<file path="src/rtl/counter_ctrl_pkg.sv">
// Shared types and constants for the counter command sequencer.
// Pure declarations: no latency, no backpressure.
// The default data width is shared with the counter bench.
package counter_ctrl_pkg;

    // Default counter data width; also the width of the step-count argument.
    localparam int COUNTER_WIDTH = 4;

    // Command opcodes carried on cmd_op.
    typedef enum logic [1:0] {
        OP_LOAD = 2'd0,
        OP_UP   = 2'd1,
        OP_DOWN = 2'd2,
        OP_NOP  = 2'd3
    } op_t;

    // Sequencer FSM states.
    typedef enum logic [1:0] {
        ST_IDLE = 2'd0,
        ST_LOAD = 2'd1,
        ST_RUN  = 2'd2,
        ST_DONE = 2'd3
    } state_t;

    // True for opcodes that step the counter.
    function automatic logic op_is_step(input op_t op);
        return (op == OP_UP) || (op == OP_DOWN);
    endfunction

endpackage

</file>
<file path="src/rtl/counter_ctrl.sv">
// Command sequencer driving load_n/ce/up_down/data_load of the counter; optional saturation via COUNTER_CTRL_SAT_EN.
// Latency: LOAD done at T+2, UP/DOWN N done at T+N+1 (earlier stop + 1 on saturation), NOP or N=0 done at T+1.
// Backpressure: cmd_ready only in IDLE; a held cmd_valid waits and is taken on the first IDLE cycle.
module counter_ctrl
    import counter_ctrl_pkg::*;
#(
    parameter int WIDTH = COUNTER_WIDTH
) (
    input  logic             clk,
    input  logic             rst_n,
    input  logic             cmd_valid,
    output logic             cmd_ready,
    input  logic [1:0]       cmd_op,
    input  logic [WIDTH-1:0] cmd_arg,
    output logic             load_n,
    output logic             ce,
    output logic             up_down,
    output logic [WIDTH-1:0] data_load,
    input  logic [WIDTH-1:0] count_out,
    input  logic             max_count,
    input  logic             zero,
    output logic             busy,
    output logic             done,
    output logic             sat
);

    state_t           state;
    logic [WIDTH-1:0] rem;
    logic             accept;
    logic             limit_hit;
    op_t              op;

    assign op        = op_t'(cmd_op);
    assign accept    = cmd_valid && (state == ST_IDLE);

    // Status outputs are pure decodes of the registered state.
    assign cmd_ready = (state == ST_IDLE);
    assign busy      = (state != ST_IDLE);
    assign done      = (state == ST_DONE);

`ifdef COUNTER_CTRL_SAT_EN
    // Stop before stepping past all-ones (up) or zero (down); status reflects the previous step.
    assign limit_hit = (state == ST_RUN) && (up_down ? max_count : zero);
`else
    // Without saturation the counter simply wraps.
    assign limit_hit = 1'b0;
`endif

    // Counter controls decode from registered state only, so cmd_* never reaches them.
    assign load_n = (state != ST_LOAD);
    assign ce     = (state == ST_RUN) && !limit_hit;

    // Main sequencer: command capture, step countdown and state transitions.
    always_ff @(posedge clk or negedge rst_n) begin
        if (!rst_n) begin
            state     <= ST_IDLE;
            rem       <= '0;
            up_down   <= 1'b0;
            data_load <= '0;
        end else begin
            case (state)
                ST_IDLE: begin
                    if (accept) begin
                        rem <= cmd_arg;
                        case (op)
                            OP_LOAD: begin
                                data_load <= cmd_arg;
                                state     <= ST_LOAD;
                            end
                            OP_UP, OP_DOWN: begin
                                up_down <= (op == OP_UP);
                                state   <= (cmd_arg != '0) ? ST_RUN : ST_DONE;
                            end
                            default: state <= ST_DONE;
                        endcase
                    end
                end
                ST_LOAD: state <= ST_DONE;
                ST_RUN: begin
                    if (limit_hit) begin
                        state <= ST_DONE;
                    end else begin
                        rem <= rem - WIDTH'(1);
                        if (rem == WIDTH'(1)) begin
                            state <= ST_DONE;
                        end
                    end
                end
                default: state <= ST_IDLE;
            endcase
        end
    end

`ifdef COUNTER_CTRL_SAT_EN
    // Sticky early-stop flag, cleared when the next command is taken.
    always_ff @(posedge clk or negedge rst_n) begin
        if (!rst_n) begin
            sat <= 1'b0;
        end else if (accept) begin
            sat <= 1'b0;
        end else if (limit_hit) begin
            sat <= 1'b1;
        end
    end
`else
    assign sat = 1'b0;
`endif

    // Counter status is only observed here, never used for control beyond the limit check.
    a_excl: assert property (@(posedge clk) disable iff (!rst_n) !(ce && !load_n));
    a_max:  assert property (@(posedge clk) disable iff (!rst_n) max_count == (&count_out));
    a_zero: assert property (@(posedge clk) disable iff (!rst_n) zero == (count_out == '0));
    a_load: assert property (@(posedge clk) disable iff (!rst_n)
                (state == ST_DONE && $past(state) == ST_LOAD) |-> (count_out == data_load));

    // Only opcodes that step may enter RUN.
    a_run:  assert property (@(posedge clk) disable iff (!rst_n)
                (accept && !op_is_step(op)) |=> (state != ST_RUN));

endmodule

</file>
<file path="config.mk">
export PLATFORM = sky130hd
export DESIGN_NAME = counter_ctrl
export DESIGN_NICKNAME = d
export VERILOG_FILES = /design/src/rtl/counter_ctrl_pkg.sv /design/src/rtl/counter_ctrl.sv
export SDC_FILE = /design/constraint.sdc
export NUM_CORES = 1
export LEC_CHECK = 0
export ABC_CLOCK_PERIOD_IN_PS = 2400
export BUFFER_PORTS_ARGS = -buffer_cell sky130_fd_sc_hd__buf_2
export CAP_MARGIN = 20
export CORE_MARGIN = 5
export CORE_UTILIZATION = 52
export CTS_CLUSTER_DIAMETER = 100
export CTS_CLUSTER_SIZE = 8
export DETAILED_ROUTE_END_ITERATION = 10
export HOLD_SLACK_MARGIN = 0.15
export PLACE_DENSITY = 0.82
export SYNTH_ARGS = -nofsm -noshare
export SYNTH_HDL_FRONTEND = slang
export SYNTH_SLANG_ARGS = --single-unit
</file>
<file path="constraint.sdc">
create_clock -name clk -period 2.4 [get_ports clk]
set_input_delay 0.36 -clock clk [delete_from_list [all_inputs] [get_ports clk]]
set_output_delay 0.36 -clock clk [all_outputs]
set_load 0.005 [all_outputs]
</file>
==> results.yml <==
clock_network:
  cts-buffers-inserted: 3
  clkTransAtPathRegs_ps: 80
  htree_num_levels: 1
  clock_tree.buffer_depth: 2
  cts_tree: "yes"
  post-cts-setup-buffers: 0
  cts.sink_count: 11
  cts_root_buf: "clkbuf_4"
  clock_latency_ps: 270
yosys:
  yosys-top-cells-area: "dfrtp_1, ha_1, mux2_2"
  ys_types: 31
  synth-seq-cells: 11
  avgSynthCellArea_um2: 9.57
  syn_area_um2: 795
  synth_most_common_cell: "dfrtp_1"
  synth_nets: 108
  ys_seq_area_share_pct: 34.6
  synth_flop_cell: "dfrtp_1"
  yosys.area.top_type_share_pct: 34.6
  synth_common_cells: "dfrtp_1, ha_1, inv_1"
  synth-edff-count: 0
  synth_top_area_cell: "dfrtp_1"
  synth_cells: 83
  async_flop_share_pct: 100
  synth_warnings: 0
power:
  p_comb_share_pct: 55.4
  powerDensity_nw_per_um2: 1200
  power_frac_clock_pct: 11.8
  peakVddDrop_uv: 610
  switchingPower_mw: 0.463
  finalPower_mw: 1.11
  p_leak_nw: 0.443
  internal-power_mw: 0.643
  swShare_pct: 41.8
  power_frac_seq_pct: 32.8
floorplanning:
  row_count: 14
  fp.coreArea_um2: 1470
  ios: 26
  fp.dieH_um: 49.1
  start_util_pct: 54.0
  die-area_um2: 2410
  die_w_um: 49.1
sta:
  worst_slack_ps: 491
  slew_violations: 0
  worstMarginPinSlew_ps: 531
  holdWs_ps: 360
  skew_ps: 10.5
  rsz0062_at_grt: "no"
  relSlewSlack_pct: 64.6
  period_needed_ps: 1910
  finalHoldViolations: 0
  fmax_ghz: 0.524
  setup_violations: 0
  finalCritPeriodShare_pct: 79.5
  fin_tns_setup_ps: 0
cells_and_area:
  area_growth_pct: 15.7
  final_nets: 128
  fin_area_um2: 920
  drive_above_1_share_pct: 29.4
  final_core_util_pct: 62.5
  layout.cells.non_filler: 118
  antenna_cells: 0
  n_fill_cell: 128
placed_design:
  dp_cells: 113
  hpwl_um: 1240
  placed_cell_area_um2: 883
  place_ws_ps: 521
  gp_congestion: 0.725
  io_buffers: 18
drt:
  post-route-drc-count: 0
  wirelength_um: 1660
  dr.pass1.iters: 4
  drtIter0Drc: 13
  wl_per_cell_um: 14.1
  antenna_violating_nets_post_route: 0
  num_vias: 673
  viasPerCell: 5.70
critical_path:
  cp_max_fo: 17
  crit_path_end_kind: "flop"
  cpPeakStageDelay_ps: 500
  crit_buf_inv: 1
  cp_cell_sequence: "inv_1, ha_1, or4b_1, o211ai_1, o2bb2ai_1"
  cp_data_arrival_time_ps: 2110
  startpoint_type: "flop"
  r2r-start: "state[0]$_DFFE_PN0P_"
  path_delay_family: "adder cells"
  cpMaxStageDelayCell: "ha_1"
  critPathKind: "flop to flop"
  crit_start: "state[0]$_DFFE_PN0P_"
  critPathRequiredTime_ps: 2600
global_routing:
  gr-total-overflow: 0
  grt.total_usage_pct: 15.3
  grt_max_degree: 18
  first_global_vias: 668
  antenna_found_initial: 0
  grt_pass1_wl_um: 2950
min_path:
  hold_path_class: "input pin to flop"
  hold_path.startpoint: "cmd_arg[2]"
job:
  max_cap_viol_count: 0
run_status:
  status: "finished, final reports clean"
## power by group through the flow
stage	combinational (mW)	sequential (mW)	clock [mW]
floorplan	0.440	0.352	0
global placement	0.588	0.356	0
detailed placement	0.609	0.365	0
CTS	0.614	0.363	0.134
global route	0.693	0.381	0.146
finish	0.612	0.363	0.131
## placed cells by master (no fill, tap or decap), types with 2 or more instances in the layout
master,instances
mux2_2,6
ha_1,10
a211oi_1,3
o211ai_1,2
nor2_1,2
dfrtp_1,11
clkbuf_4,3
nor2b_1,2
o21ai_0,6
nor3_1,3
a21oi_1,2
nand2b_1,3
buf_2,18
inv_1,10
nand3_1,4
## cell type report
| type | count | area [um^2] | share of cell area [%] |
|---|---|---|---|
| Sequential cell | 11 | 275 | 29.9 |
| Inverter | 10 | 37.5 | 4.08 |
| Clock buffer | 4 | 26.3 | 2.86 |
| Timing Repair Buffer | 19 | 100 | 10.9 |
| Multi-Input combinational cell | 58 | 460 | 50.1 |
| Tap cell | 16 | 20.0 | 2.18 |
## state kept, by name (all words and copies together), names as in the netlist
signal / flops
data_load: 4
rem: 4
state: 2
up_down: 1
## kinds of logic (layout without fill, tap and decap cells)
group / count (synthesis) / count (layout) / synth area share (%)
flip-flops: 11 / 11 / 34.6
AND/OR/NAND/NOR: 21 / 21 / 15.9
other: 1 / 1 / 0.472
multiplexers: 7 / 7 / 9.92
AO/OA/AOI/OAI: 19 / 19 / 15.9
adder cells (fa/ha/maj): 10 / 10 / 15.7
buffers and inverters: 14 / 33 / 7.40
## per-layer routing
layer | global-route usage (%) | routed length [um] | vias up
li1 | - | - | 327
met2 | 25.5 | 822 | 25
met3 | 3.06 | 98 | 2
met1 | 18.4 | 726 | 319
met4 | 7.17 | 12 | 0
met5 | 0 | 0 | -
## final timing paths
kind | endpoint | slack, ps | depth (start not counted)
worst max-delay path | state[0]$_DFFE_PN0P_ | 490 | 5
worst min-delay path | data_load[2]$_DFFE_PN0P_ | 360 | 2
min in group asynchronous | state[1]$_DFFE_PN0P_ | 500 | 2
worst max register to register | state[0]$_DFFE_PN0P_ | 490 | 5
max in group asynchronous | rem[3]$_DFFE_PN0P_ | 1690 | 2
worst min register to register | up_down$_DFFE_PN0P_ | 510 | 1
## timing repair
item	in CTS	in global routing
gates resized for setup	0	0
hold endpoints to repair	11	0
hold buffers	1	0
setup endpoints to repair	0	0
Note: power is estimated with default switching activity, not from simulation.
